## src/rtl/psum_accum_sat_if.sv

```systemverilog
// rtl/psum_accum_sat_if.sv - beat input and result output handshake bundle
interface psum_accum_sat_if #(
  parameter int DATA_W = 12,
  parameter int NCH    = 4
);
  logic                  in_valid;
  logic                  in_ready;
  logic [NCH*DATA_W-1:0] in_data;
  logic                  out_valid;
  logic                  out_ready;
  logic [NCH*DATA_W-1:0] out_data;
  logic [NCH-1:0]        out_sat;

  modport master (
    output in_valid, in_data, out_ready,
    input  in_ready, out_valid, out_data, out_sat
  );

  modport slave (
    input  in_valid, in_data, out_ready,
    output in_ready, out_valid, out_data, out_sat
  );
endinterface

```

## src/rtl/psum_accum_sat.sv

```systemverilog
// rtl/psum_accum_sat.sv - multi-lane saturating window accumulator
// Each lane saturates on every beat; completed windows land in a one-deep output register.
module psum_accum_sat #(
  parameter int DATA_W = 12,
  parameter int NCH    = 4,
  parameter int LEN_W  = 8
) (
  input  logic             clk,
  input  logic             rst,
  input  logic [LEN_W-1:0] cfg_len,
  input  logic             acc_clr,
  psum_accum_sat_if.slave  bus
);
  localparam int W = NCH * DATA_W;
  localparam logic [DATA_W-1:0] SAT_MAX = {1'b0, {(DATA_W-1){1'b1}}};
  localparam logic [DATA_W-1:0] SAT_MIN = {1'b1, {(DATA_W-1){1'b0}}};

  typedef enum logic {EMPTY, FULL} state_t;

  state_t           state_q, state_d;
  logic [W-1:0]     acc_q, acc_d, out_data_q, out_data_d, acc_base, sum_sat;
  logic [NCH-1:0]   flags_q, flags_d, out_sat_q, out_sat_d, flags_base, clamp;
  logic [LEN_W-1:0] cnt_q, cnt_d, len_q, len_d, cnt_base, eff_len, cur_len;
  logic             out_valid, in_ready, accept, consume, win_end;

  assign out_valid = (state_q == FULL);
  assign in_ready  = ~rst & (~out_valid | bus.out_ready);
  assign accept    = bus.in_valid & in_ready;
  assign consume   = out_valid & bus.out_ready;

  // acc_clr folds into the operands so a coincident beat starts a fresh window
  assign acc_base   = acc_clr ? '0 : acc_q;
  assign flags_base = acc_clr ? '0 : flags_q;
  assign cnt_base   = acc_clr ? '0 : cnt_q;
  assign eff_len    = (cfg_len == '0) ? LEN_W'(1) : cfg_len;
  assign cur_len    = (cnt_base == '0) ? eff_len : len_q;
  assign win_end    = accept & (cnt_base == cur_len - LEN_W'(1));

  for (genvar k = 0; k < NCH; k++) begin : g_lane
    logic [DATA_W-1:0] a, b;
    logic [DATA_W:0]   s;
    assign a = acc_base[k*DATA_W +: DATA_W];
    assign b = bus.in_data[k*DATA_W +: DATA_W];
    assign s = {a[DATA_W-1], a} + {b[DATA_W-1], b};
    assign clamp[k] = s[DATA_W] ^ s[DATA_W-1];
    assign sum_sat[k*DATA_W +: DATA_W] = !clamp[k] ? s[DATA_W-1:0] :
                                         (s[DATA_W] ? SAT_MIN : SAT_MAX);
  end

  always_comb begin
    state_d    = state_q;
    acc_d      = acc_base;
    flags_d    = flags_base;
    cnt_d      = cnt_base;
    len_d      = len_q;
    out_data_d = out_data_q;
    out_sat_d  = out_sat_q;
    if (accept) begin
      len_d = cur_len;
      if (win_end) begin
        acc_d      = '0;
        flags_d    = '0;
        cnt_d      = '0;
        out_data_d = sum_sat;
        out_sat_d  = flags_base | clamp;
      end else begin
        acc_d   = sum_sat;
        flags_d = flags_base | clamp;
        cnt_d   = cnt_base + LEN_W'(1);
      end
    end
    case (state_q)
      EMPTY:   if (win_end) state_d = FULL;
      FULL:    if (consume && !win_end) state_d = EMPTY;
      default: state_d = EMPTY;
    endcase
  end

  always_ff @(posedge clk or posedge rst) begin
    if (rst) begin
      state_q    <= EMPTY;
      acc_q      <= '0;
      flags_q    <= '0;
      cnt_q      <= '0;
      len_q      <= LEN_W'(1);
      out_data_q <= '0;
      out_sat_q  <= '0;
    end else begin
      state_q    <= state_d;
      acc_q      <= acc_d;
      flags_q    <= flags_d;
      cnt_q      <= cnt_d;
      len_q      <= len_d;
      out_data_q <= out_data_d;
      out_sat_q  <= out_sat_d;
    end
  end

  assign bus.in_ready  = in_ready;
  assign bus.out_valid = out_valid;
  assign bus.out_data  = out_data_q;
  assign bus.out_sat   = out_sat_q;
endmodule

```

## src/flat_wrapper.sv

```systemverilog
// flat-port wrapper written by rule: the top's interface ports become plain ports
module psum_accum_sat_flat 
#(
  parameter int DATA_W = 12,
  parameter int NCH    = 4,
  parameter int LEN_W  = 8
)
  (clk, rst, cfg_len, acc_clr, bus_in_valid, bus_in_data, bus_out_ready, bus_in_ready, bus_out_valid, bus_out_data, bus_out_sat);
  psum_accum_sat_if #(.DATA_W(DATA_W), .NCH(NCH)) bus_i ();
  input  logic clk;
  input  logic rst;
  input  logic [LEN_W-1:0] cfg_len;
  input  logic acc_clr;
  input wire logic [$bits(bus_i.in_valid)-1:0] bus_in_valid;
  input wire logic [$bits(bus_i.in_data)-1:0] bus_in_data;
  input wire logic [$bits(bus_i.out_ready)-1:0] bus_out_ready;
  output wire logic [$bits(bus_i.in_ready)-1:0] bus_in_ready;
  output wire logic [$bits(bus_i.out_valid)-1:0] bus_out_valid;
  output wire logic [$bits(bus_i.out_data)-1:0] bus_out_data;
  output wire logic [$bits(bus_i.out_sat)-1:0] bus_out_sat;
  assign bus_i.in_valid = bus_in_valid;
  assign bus_i.in_data = bus_in_data;
  assign bus_i.out_ready = bus_out_ready;
  assign bus_in_ready = bus_i.in_ready;
  assign bus_out_valid = bus_i.out_valid;
  assign bus_out_data = bus_i.out_data;
  assign bus_out_sat = bus_i.out_sat;
  psum_accum_sat #(.DATA_W(DATA_W), .NCH(NCH), .LEN_W(LEN_W)) u_core (.clk(clk), .rst(rst), .cfg_len(cfg_len), .acc_clr(acc_clr), .bus(bus_i));
endmodule
```

## config.mk

```make
export PLATFORM = sky130hd
export DESIGN_NAME = psum_accum_sat_flat
export DESIGN_NICKNAME = d
export VERILOG_FILES = /design/src/rtl/psum_accum_sat_if.sv /design/src/rtl/psum_accum_sat.sv /design/src/flat_wrapper.sv
export SDC_FILE = /design/constraint.sdc
export NUM_CORES = 1
export LEC_CHECK = 0
export BUFFER_PORTS_ARGS = -buffer_cell sky130_fd_sc_hd__buf_2
export CAP_MARGIN = 5
export CORE_AREA = 2 2 128 130
export CTS_BUF_LIST = sky130_fd_sc_hd__clkbuf_8 sky130_fd_sc_hd__clkbuf_16
export DETAILED_ROUTE_END_ITERATION = 8
export DIE_AREA = 0 0 130 132
export PLACE_DENSITY_LB_ADDON = 0.05
export SLEW_MARGIN = 20
export SYNTH_ARGS = -nofsm -noshare
export SYNTH_HDL_FRONTEND = slang
export SYNTH_SLANG_ARGS = --single-unit
```

## constraint.sdc

```tcl
create_clock -name clk -period 3.5 [get_ports clk]
set_input_delay 0.35 -clock clk [delete_from_list [all_inputs] [get_ports clk]]
set_output_delay 0.35 -clock clk [all_outputs]
set_load 0.01 [all_outputs]
```

# Word-level counts from Yosys, hierarchy flattened
# Index checks and enable logic that the tools add are counted.
# word_totals
wordCells,53
inputBits,61
ram_bits,0
ff_bits,121
latchBits,0
memories,0
rom_bits,0
# op_classes
addsub,6
n_mul,0
shift,0
n_div,0
bitwise,12
eq_ne,1
magnitude_cmp,0
reduce_logical,5
mux,22
# op_table
cell,count
two-way mux 48 bit,3
two-way mux 12 bit,8
adder 12 x 12 -> 13 bit,4
two-way mux 8 bit,5
logical NOT 8 bit,2
two-way mux 4 bit,3
"adder 8 x 1 -> 8 bit, second input constant",1
== test 8 bit,1
"subtractor 8 x 1 -> 8 bit, second input constant",1
AND 1 bit,4
bitwise OR 4 bit,1
bitwise XOR 1 bit,4
two-way mux 1 bit,2
NOT 1 bit,2
case mux 1 bit (2 select lines),1
AND reduction 2 bit,1
logical AND 1 bit,1
logical NOT 1 bit,1
bitwise OR 1 bit,1

# Logic depth before layout (Yosys ltp)
# Gate-level depths: netlist of the first run.
# depth
depth_word,10
ltp_mapped,18
mapped_depth_nobuf,14

# Least setup slack after synthesis of the first run
# OpenSTA, ideal clock, no wires.
# synth_timing
kind,input -> register
from,in acc_clr
to,reg u_core.acc_q[39]
path_slack_ns,-0.443
n_path_buf,4
cell_stages,15
t_arrival_ns,3.809
cell_sequence,clkbuf_1 clkbuf_1 clkbuf_1 nor2b_1 ha_1 fa_1 a21oi_1 o2111ai_1 a21o_1 a221oi_1 ha_1 nand2b_1 buf_1 o31a_1 o31ai_1
# synth_via
elab_chain_len,8
elab_cells_between_ends,13
cone_classes,add/sub: 2; eq/ne: 1; mux: 7; bitwise: 2; reduce/logical: 1
# synth_lines
item,line_no,rtl
from (decl),flat_wrapper.sv:13,input logic acc_clr;
two-way mux 8 bit,psum_accum_sat.sv:34,assign cnt_base = acc_clr ? '0 : cnt_q;
logical NOT 8 bit,psum_accum_sat.sv:36,assign cur_len = (cnt_base == '0) ? eff_len : len_q;
two-way mux 8 bit,psum_accum_sat.sv:36,
subtractor 8 x 1 -> 8 bit,psum_accum_sat.sv:37,assign win_end = accept & (cnt_base == cur_len - LEN_W'(1));
== test 8 bit,psum_accum_sat.sv:37,
AND 1 bit,psum_accum_sat.sv:37,
two-way mux 48 bit,psum_accum_sat.sv:60,if (win_end) begin
two-way mux 48 bit *,psum_accum_sat.sv:58,if (accept) begin
net u_core.acc_d[39],psum_accum_sat.sv:21,"logic [W-1:0] acc_q, acc_d, out_data_q, out_data_d, acc_base, sum_sat;"
to (signal assigned),psum_accum_sat.sv:82,acc_q <= '0;
to (signal assigned),psum_accum_sat.sv:90,acc_q <= acc_d;
to (decl),psum_accum_sat.sv:21,
# Mark *: on every way through the listed nets, which the timed path passes. The rest lies on a longest branch.
# A chain may end at the register's enable or synchronous reset.

# Worst setup path after layout of the first run
# layout_timing
from,reg u_core.cnt_q[1]
to,"reg u_core.out_data_q[39], in the netlist u_core.bus.out_data[39]"
# layout_via
elab_chain_len,7
# layout_lines
item,line_no,rtl
from (decl),psum_accum_sat.sv:23,"logic [LEN_W-1:0] cnt_q, cnt_d, len_q, len_d, cnt_base, eff_len, cur_len;"
from (signal assigned),psum_accum_sat.sv:92,cnt_q <= cnt_d;
two-way mux 8 bit *,psum_accum_sat.sv:34,
logical NOT 8 bit,psum_accum_sat.sv:36,
two-way mux 8 bit,psum_accum_sat.sv:36,
subtractor 8 x 1 -> 8 bit,psum_accum_sat.sv:37,
== test 8 bit *,psum_accum_sat.sv:37,
AND 1 bit *,psum_accum_sat.sv:37,
AND reduction 2 bit (no line) *,-,
to (signal assigned),psum_accum_sat.sv:94,out_data_q <= out_data_d;
to (decl),psum_accum_sat.sv:21,
# Mark *: on every way between the ends. The rest lies on a longest branch, timed or not.

==> tab_implementation.tex, run 1 <==
\begin{tabular}{lr}
\hline
Metric & Value \\
\hline
\multicolumn{2}{l}{\textbf{Final layout}} \\
\quad Layout filler cell count & 1340 \\
\quad Commonest cells after routing, fill and taps aside & 120 x sky130\_fd\_sc\_hd\_\_dfrtp\_1, 115 x sky130\_fd\_sc\_hd\_\_buf\_2, 87 x sky130\_fd\_sc\_hd\_\_nand2\_1, 87 x sky130\_fd\_sc\_hd\_\_buf\_4, 74 x sky130\_fd\_sc\_hd\_\_inv\_1 \\
\quad Antenna cell count & 0 \\
\quad Non-Filler Cell Area, Final & 10430 um2 \\
\quad Area of the multi-input gates & 4748 um2 \\
\quad Share of the core filled with cells & 0.6636 \\
\quad Share of layout cells above drive strength 1 & 0.2530 \\
\quad Layout-stage area growth over the synthesis result & 27.59\% \\
\quad Number of nets at the end of the flow & 1206 \\
\quad Commonest non-fill, non-tap cell in the layout & sky130\_fd\_sc\_hd\_\_dfrtp\_1 \\
\quad Sequential cell area & 3029 um2 \\
\multicolumn{2}{l}{\textbf{Pwr}} \\
\quad Net switching power & 1.985 mW \\
\quad Static leakage & 5.004 nW \\
\quad Worst ir drop on vdd & 0.3525 mV \\
\quad Power density over cell area & 579.6 nW/um2 \\
\quad Clock group share of total power & 0.326 \\
\quad Internal power contribution & 4.058 mW \\
\quad Sw Ratio & 0.3285 \\
\quad Overall power of the completed layout & 6.043 mW \\
\quad Relative contribution of combinational cells to total power & 0.379 \\
\quad Portion of total power attributed to sequential cells & 0.294 \\
\multicolumn{2}{l}{\textbf{Yosys}} \\
\quad Total of flip-flops plus latches after synthesis & 121 \\
\quad Average instance area after synthesis & 9.183 um2 \\
\quad Proportion of synthesized chip area in sequential cells & 0.3706 \\
\quad Summed instance area of the synthesized netlist & 8173 um2 \\
\quad Number of distinct standard cells referenced by the synthesized netlist & 57 \\
\quad Syn Nets & 1014 \\
\quad Number of instances in the synthesized netlist & 890 \\
\quad Number of flops mapped to enable cells by yosys & 0 \\
\quad Async set or reset register ratio after synthesis & 1.000 \\
\quad Count of yosys warnings during synthesis & 0 \\
\quad Most used flip-flop cell after synthesis & sky130\_fd\_sc\_hd\_\_dfrtp\_1 \\
\multicolumn{2}{l}{\textbf{Route}} \\
\quad DRC violations left & 0 \\
\quad Post-route antenna net violation count & 0 \\
\quad Routed vias & 6923 \\
\quad Detailed-route wire length per cell & 14.95 um \\
\quad Length of the first detailed-routing pass in iterations & 5 \\
\quad WL final & 19600 um \\
\quad Mean number of vias per cell & 5.281 \\
\quad Iteration-0 DRC count of the detailed router & 313 \\
\multicolumn{2}{l}{\textbf{STA}} \\
\quad Setup-violating endpoint count in the final report & 0 \\
\quad Share of the cycle needed by the critical path after routing & 0.9368 \\
\quad Final TNS setup & 0 ps \\
\quad Worst Hold Slack & 94.01 ps \\
\quad Total count of hold-check failures in the final report & 0 \\
\quad Count of pins over their slew limit & 0 \\
\quad Minimum clock period & 3279 ps \\
\quad Tightest slew margin relative to the limit & 0.2945 \\
\quad Max Fclk & 305.0 MHz \\
\quad Worst Clk Skew & 6.315 ps \\
\quad Slew of the pin with the lowest slew margin & 1058 ps \\
\multicolumn{2}{l}{\textbf{Die}} \\
\quad Number of placement rows & 46 \\
\quad Standard cell core area & 15710 um2 \\
\quad Horizontal die dimension & 130 um \\
\quad Die H & 132 um \\
\quad Area of the die & 17160 um2 \\
\quad Top Ports & 115 \\
\quad Starting utilization of the core area & 0.5201 \\
\multicolumn{2}{l}{\textbf{Global routing}} \\
\quad Wire length of the first global-routing pass & 32980 um \\
\quad Global-route total usage across every layer & 0.2386 \\
\quad Maximum number of pins on one net before global-route repair & 104 \\
\quad Number of global-route vias before repair & 6811 \\
\quad Overflow after GRT & 0 \\
\quad Number of antenna violations at the first check in global routing & 0 \\
\multicolumn{2}{l}{\textbf{Worst setup path}} \\
\quad WP data required & 3830 ps \\
\quad Setup crit end kind & flop \\
\quad Bufs and invs on worst path & 4 \\
\quad Start-to-end type of the worst setup path & flop to flop \\
\quad Data arrival, critical path & 3610 ps \\
\quad Worst path max stage delay & 380 ps \\
\quad Nature of the critical path startpoint & flop \\
\quad CP max stage cell & sky130\_fd\_sc\_hd\_\_a2111oi\_4 \\
\quad Cell family with the largest share of critical-path delay & compound AO/OA/AOI/OAI gates \\
\quad Critical path, cell by cell & nand2\_1 > ha\_1 > buf\_4 > a22o\_4 > nand2\_1 > o21ai\_1 > ha\_1 > buf\_4 > xnor2\_1 > xnor2\_1 > o2111ai\_1 > a2111oi\_4 > buf\_6 > buf\_12 > mux2i\_1 \\
\quad Critical path fanouts, max & 24 \\
\multicolumn{2}{l}{\textbf{CTS}} \\
\quad Clock Sink Count & 121 \\
\quad Clock-pin transition on the worst setup and hold timing paths & 50 ps \\
\quad Num CTS Buffers & 17 \\
\quad Root Buffer Master & sky130\_fd\_sc\_hd\_\_clkbuf\_16 \\
\quad Clock network latency to the later pin of the worst-skew pair & 410 ps \\
\quad TritonCTS clock tree & built \\
\quad CTS max path bufs & 2 \\
\quad Number of buffers inserted to repair setup after CTS & 0 \\
\quad CTS H-tree depth & 4 \\
\multicolumn{2}{l}{\textbf{Status}} \\
\quad Outcome & finished clean \\
\multicolumn{2}{l}{\textbf{Placed design}} \\
\quad Port Buffers & 114 \\
\quad Global placement routability congestion & 0.8630 \\
\quad Placed cell area & 9672 um2 \\
\quad Half-perimeter wire length after placement & 14210 um \\
\multicolumn{2}{l}{\textbf{Job}} \\
\quad Count of max-cap constraint violations & 0 \\
\multicolumn{2}{l}{\textbf{Hold path}} \\
\quad Hold/Removal Path Class & primary input to asynchronous set/reset pin \\
\hline
\end{tabular}
-- registers in the layout (all words and copies together) (netlist names) --
| name | count |
|---|---|
| u_core.flags_q | 4 |
| u_core.bus.out_sat | 4 |
| u_core.len_q | 8 |
| u_core.bus.out_data | 48 |
| u_core.bus.out_valid | 1 |
| u_core.cnt_q | 8 |
| u_core.acc_q | 48 |
-- power groups by stage --
stage,clock network [mW],registers (mW),logic [mW]
after floorplan,0,1.81,1.42
after global placement,0,1.79,2.21
after detailed placement,0,1.80,2.23
after CTS,2.01,1.78,2.25
after global routing,2.07,1.81,2.56
final,1.97,1.78,2.29
-- what timing repair did --
item	4_1_cts	5_1_grt
gates resized for setup	0	19
setup endpoints to repair	0	44
hold buffers	0	0
-- per-stage QoR --
stage | std cells | worst slack (ps)
2_1_floorplan | 890 | 1.622
3_3_place_gp | 1278 | -125.5
3_5_place_dp | 1278 | -179.7
4_1_cts | 1310 | 60.77
5_1_grt | 1311 | -22.36
6_report | 1311 | 221.1
-- area by class of cell --
cell class | instances | share of cell area
Multi-Input combinational cell | 654 | 0.4554
Sequential cell | 121 | 0.2905
Timing Repair Buffer | 213 | 0.1364
Clock buffer | 21 | 0.04608
Inverter | 75 | 0.02736
Tap cell | 216 | 0.02592
Clock inverter | 11 | 0.01836
-- synthesized netlist by cell type, types with 11 or more instances --
cell / instances / share of area
sky130_fd_sc_hd__nand2_1: 88 / 0.040
sky130_fd_sc_hd__nor2_1: 53 / 0.024
sky130_fd_sc_hd__a31oi_1: 11 / 0.0084
sky130_fd_sc_hd__clkbuf_1: 29 / 0.013
sky130_fd_sc_hd__nor2b_1: 61 / 0.047
sky130_fd_sc_hd__o21ai_0: 32 / 0.020
sky130_fd_sc_hd__xor2_1: 14 / 0.015
sky130_fd_sc_hd__a21oi_1: 50 / 0.031
sky130_fd_sc_hd__ha_1: 59 / 0.090
sky130_fd_sc_hd__xnor2_1: 30 / 0.032
sky130_fd_sc_hd__o31ai_1: 51 / 0.047
sky130_fd_sc_hd__a21o_1: 11 / 0.010
sky130_fd_sc_hd__a211oi_1: 13 / 0.012
sky130_fd_sc_hd__inv_1: 75 / 0.034
sky130_fd_sc_hd__nor3_1: 14 / 0.0086
sky130_fd_sc_hd__dfrtp_1: 120 / 0.37
sky130_fd_sc_hd__mux2i_1: 57 / 0.070
-- routing by layer --
layer | part of all wire | wire length [um] | vias to the layer above | track usage
met2 | 0.46 | 9059 | 146 | 0.3796
met1 | 0.49 | 9533 | 3250 | 0.3359
met3 | 0.040 | 776 | 18 | 0.04180
li1 | - | - | 3509 | -
met5 | 0 | 0 | - | 0
met4 | 0.012 | 230 | 0 | 0.06511
-- worst paths after layout --
check	to	start	cells past startpoint	slack (ps)
min in group clk	u_core.bus.out_valid	bus_out_ready	3	230
worst max-delay path	u_core.bus.out_data[39]	u_core.cnt_q[1]	15	220
worst min register to register	u_core.bus.out_valid	u_core.bus.out_valid	1	510
worst max register to register	u_core.bus.out_data[39]	u_core.cnt_q[1]	15	220
worst min-delay path	u_core.len_q[6]	rst	2	90
max in group asynchronous	u_core.bus.out_data[25]	rst	3	2620
-- worst reg2reg max path, delay by kind of cell (launching register included) --
family / cells / cell delay [ps]
mux: 1 / 220
buf+inv: 4 / 730
fa+ha+maj: 2 / 490
flops: 1 / 340
compound gates: 4 / 940
simple gates: 2 / 140
xor+xnor: 2 / 340
-- cells by family after synthesis --
family                   after synthesis  share of synthesized area
AO/OA/AOI/OAI                        226                     0.1886
adder cells (fa/ha/maj)               63                     0.1001
XOR/XNOR                              44                    0.04715
multiplexers                          64                    0.07946
AND/OR/NAND/NOR                      257                     0.1540
flip-flops                           121                     0.3706
buffers and inverters                115                    0.06001
No activity file was read; power rests on OpenSTA's default activity.
==> run 2, diff against run 1 <==
--- a/config.mk
+++ b/config.mk
@@ -11,7 +11,7 @@
 export CTS_BUF_LIST = sky130_fd_sc_hd__clkbuf_8 sky130_fd_sc_hd__clkbuf_16
 export DETAILED_ROUTE_END_ITERATION = 8
 export DIE_AREA = 0 0 130 132
-export PLACE_DENSITY_LB_ADDON = 0.05
+export PLACE_DENSITY = 0.76
 export SLEW_MARGIN = 20
 export SYNTH_ARGS = -nofsm -noshare
 export SYNTH_HDL_FRONTEND = slang
==> run 2 against run 1 <==
Against the previous run:
- count of clock-buffer cells in the layout shrank 4
- first-iteration DRC count is 6.1% higher
- largest cell class unchanged
- cell count decreased by 1.9%
==> tab_implementation.tex, run 2 (same netlist as run 1, synthesis figures left out) <==
\begin{tabular}{lr}
\hline
Metric & Value \\
\hline
\multicolumn{2}{l}{\textbf{Worst setup path}} \\
\quad Critical path, cell by cell & nor2b\_1 > ha\_1 > fa\_1 > a211oi\_1 > o211ai\_1 > a41oi\_1 > nand2b\_1 > nand3\_1 > nand2\_1 > ha\_1 > nand2\_1 > a31oi\_1 > buf\_4 > a31oi\_1 > mux2i\_1 (was nand2\_1 > ha\_1 > buf\_4 > a22o\_4 > nand2\_1 > o21ai\_1 > ha\_1 > buf\_4 > xnor2\_1 > xnor2\_1 > o2111ai\_1 > a2111oi\_4 > buf\_6 > buf\_12 > mux2i\_1) \\
\quad Worst R2R Setup Slack & 190 ps (was 220 ps) \\
\quad R2R Path End & u\_core.bus.out\_data[10] (was u\_core.bus.out\_data[39]) \\
\quad Reg2reg start & u\_core.acc\_q[0] (was u\_core.cnt\_q[1]) \\
\quad Number of stages on the worst setup path & 15 (unchanged) \\
\quad Cell family with the largest share of critical-path delay & compound AO/OA/AOI/OAI gates (unchanged) \\
\quad Data arrival, critical path & 3600 ps (was 3610 ps) \\
\quad CP max stage cell & sky130\_fd\_sc\_hd\_\_fa\_1 (was sky130\_fd\_sc\_hd\_\_a2111oi\_4) \\
\quad Start-to-end type of the worst setup path & flop to flop (unchanged) \\
\quad Nature of the critical path startpoint & flop (unchanged) \\
\quad WP data required & 3790 ps (was 3830 ps) \\
\quad Source of the critical timing path & u\_core.acc\_q[0] (was u\_core.cnt\_q[1]) \\
\quad Bufs and invs on worst path & 1 (was 4) \\
\quad Number of cells on the worst reg-to-reg path & 15 (unchanged) \\
\quad Critical path fanouts, max & 11 (was 24) \\
\quad Setup crit end kind & flop (unchanged) \\
\quad Worst path max stage delay & 400 ps (was 380 ps) \\
\quad Worst setup endpoint & u\_core.bus.out\_data[10] (was u\_core.bus.out\_data[39]) \\
\multicolumn{2}{l}{\textbf{Final layout}} \\
\quad Sequential cell area & 3029 um2 (unchanged) \\
\quad Number of cells in the finished layout apart from fillers & 1286 (was 1311) \\
\quad Commonest cells after routing, fill and taps aside & 120 x sky130\_fd\_sc\_hd\_\_dfrtp\_1, 114 x sky130\_fd\_sc\_hd\_\_buf\_2, 87 x sky130\_fd\_sc\_hd\_\_nand2\_1 (was 120 x sky130\_fd\_sc\_hd\_\_dfrtp\_1, 115 x sky130\_fd\_sc\_hd\_\_buf\_2, 87 x sky130\_fd\_sc\_hd\_\_nand2\_1, 87 x sky130\_fd\_sc\_hd\_\_buf\_4, 74 x sky130\_fd\_sc\_hd\_\_inv\_1) \\
\quad Layout-stage area growth over the synthesis result & 22.63\% (was 27.59\%) \\
\quad Number of nets at the end of the flow & 1181 (was 1206) \\
\quad Share of layout cells above drive strength 1 & 0.2280 (was 0.2530) \\
\quad Non-Filler Cell Area, Final & 10020 um2 (was 10430 um2) \\
\quad Layout filler cell count & 1318 (was 1340) \\
\quad Area of the multi-input gates & 4702 um2 (was 4748 um2) \\
\quad Commonest non-fill, non-tap cell in the layout & sky130\_fd\_sc\_hd\_\_dfrtp\_1 (unchanged) \\
\quad Antenna cell count & 0 (unchanged) \\
\multicolumn{2}{l}{\textbf{Placed design}} \\
\quad Half-perimeter wire length after placement & 13840 um (was 14210 um) \\
\quad Placed cell area & 9472 um2 (was 9672 um2) \\
\quad Global placement routability congestion & 0.9000 (was 0.8630) \\
\quad Port Buffers & 114 (unchanged) \\
\quad Placed Instances & 1253 (was 1278) \\
\multicolumn{2}{l}{\textbf{CTS}} \\
\quad CTS max path bufs & 2 (unchanged) \\
\quad Root Buffer Master & sky130\_fd\_sc\_hd\_\_clkbuf\_16 (unchanged) \\
\quad Num CTS Buffers & 17 (unchanged) \\
\quad Clock network latency to the later pin of the worst-skew pair & 420 ps (was 410 ps) \\
\quad Clock-pin transition on the worst setup and hold timing paths & 60 ps (was 50 ps) \\
\quad Clock Sink Count & 121 (unchanged) \\
\quad TritonCTS clock tree & built (unchanged) \\
\quad CTS H-tree depth & 4 (unchanged) \\
\multicolumn{2}{l}{\textbf{STA}} \\
\quad Minimum clock period & 3307 ps (was 3279 ps) \\
\quad Tightest slew margin relative to the limit & 0.3063 (was 0.2945) \\
\quad Worst Hold Slack & 227.4 ps (was 94.01 ps) \\
\quad Share of the cycle needed by the critical path after routing & 0.9449 (was 0.9368) \\
\quad Total count of hold-check failures in the final report & 0 (unchanged) \\
\quad RSZ-0062 raised after global routing & no \\
\quad Setup-violating endpoint count in the final report & 0 (unchanged) \\
\quad Worst Clk Skew & 9.985 ps (was 6.315 ps) \\
\quad Max Fclk & 302.4 MHz (was 305.0 MHz) \\
\quad Slew of the pin with the lowest slew margin & 1041 ps (was 1058 ps) \\
\quad Count of pins over their slew limit & 0 (unchanged) \\
\quad Final TNS setup & 0 ps (unchanged) \\
\multicolumn{2}{l}{\textbf{Die}} \\
\quad Horizontal die dimension & 130 um (unchanged) \\
\quad Area of the die & 17160 um2 (unchanged) \\
\quad Number of placement rows & 46 (unchanged) \\
\quad Top Ports & 115 (unchanged) \\
\quad Die H & 132 um (unchanged) \\
\quad Starting utilization of the core area & 0.5201 (unchanged) \\
\quad Standard cell core area & 15710 um2 (unchanged) \\
\multicolumn{2}{l}{\textbf{Global routing}} \\
\quad Global-route total usage across every layer & 0.2338 (was 0.2386) \\
\quad Overflow after GRT & 0 (unchanged) \\
\quad Wire length of the first global-routing pass & 32460 um (was 32980 um) \\
\quad Number of global-route vias before repair & 6886 (was 6811) \\
\quad Maximum number of pins on one net before global-route repair & 104 (unchanged) \\
\quad Number of antenna violations at the first check in global routing & 0 (unchanged) \\
\multicolumn{2}{l}{\textbf{Route}} \\
\quad Post-route antenna net violation count & 0 (unchanged) \\
\quad Routed vias & 6887 (was 6923) \\
\quad Mean number of vias per cell & 5.355 (was 5.281) \\
\quad Detailed-route wire length per cell & 14.79 um (was 14.95 um) \\
\quad Length of the first detailed-routing pass in iterations & 5 (unchanged) \\
\quad WL final & 19020 um (was 19600 um) \\
\quad Iteration-0 DRC count of the detailed router & 332 (was 313) \\
\quad DRC violations left & 0 (unchanged) \\
\multicolumn{2}{l}{\textbf{Hold path}} \\
\quad Hold\_sp & cfg\_len[2] \\
\quad Hold/Removal Path Class & primary input to flop (was primary input to asynchronous set/reset pin) \\
\multicolumn{2}{l}{\textbf{Pwr}} \\
\quad Power density over cell area & 543.7 nW/um2 (was 579.6 nW/um2) \\
\quad Worst ir drop on vdd & 0.3248 mV (was 0.3525 mV) \\
\quad Static leakage & 4.787 nW (was 5.004 nW) \\
\quad Overall power of the completed layout & 5.449 mW (was 6.043 mW) \\
\multicolumn{2}{l}{\textbf{Job}} \\
\quad Count of max-cap constraint violations & 0 (unchanged) \\
\multicolumn{2}{l}{\textbf{Status}} \\
\quad Outcome & finished clean (unchanged) \\
\hline
\end{tabular}
## run 2: layout make-up
| type | count | share of cell area |
|---|---|---|
| timing repair buffer | 188 | 0.1213 |
| inverter | 75 | 0.02884 |
| tap | 216 | 0.02697 |
| clock inverter | 15 | 0.008989 |
| sequential | 121 | 0.3022 |
| clock buffer | 17 | 0.04245 |
| multi-input combinational | 654 | 0.4692 |
## run 2: what timing repair did
| action | CTS | global route |
|---|---|---|
| hold buffers | 1 | 0 |
| hold endpoints to repair | 23 | 0 |
| gates resized for setup | 0 | 8 |
| buffers inserted | 0 | 0 |
| endpoints found under the setup margin | 0 | 82 |
## run 2: metrics by stage
stage,worst slack [ps],utilization
2_1_floorplan,1.622,-
3_3_place_gp,-92.14,0.6028
3_5_place_dp,-169.7,0.6028
4_1_cts,122.2,0.6362
5_1_grt,8.992,0.6378
6_report,193.0,0.6378
## run 2: how the worst min path moves through the flow
stage                     slack (ps)                       to  depth (start not counted)
after detailed placement         440  u_core.bus.out_data[20]                          2
after CTS                        210     u_core.bus.out_valid                          3
after floorplan                  470          u_core.len_q[0]                          2
after global placement           430          u_core.len_q[2]                          2
final                            230          u_core.len_q[2]                          2
after global routing             240          u_core.len_q[2]                          2
## run 2: worst reg2reg max path: cells and delay by family (launching register included)
kind	cells	cell delay, ps
buf+inv	1	180
mux	1	140
fa+ha+maj	3	910
compound gates	5	1020
flops	1	360
simple gates	5	550
## run 2: layer usage
layer  vias to the layer above  GRT usage  wire length [um]
li1                       3484          -                 -
met1                      3201     0.3180              8756
met2                       174     0.3773              9126
met3                        28    0.04911               818
met4                         0    0.06691               319
met5                         -          0                 0
## run 2: report_power, final
group	internal (mW)	leakage [nW]	switching, mW
Clock	0.887	0.250	0.646
Sequential	1.67	1.37	0.108
Combinational	0.954	3.16	1.19
Total	3.51	4.79	1.94
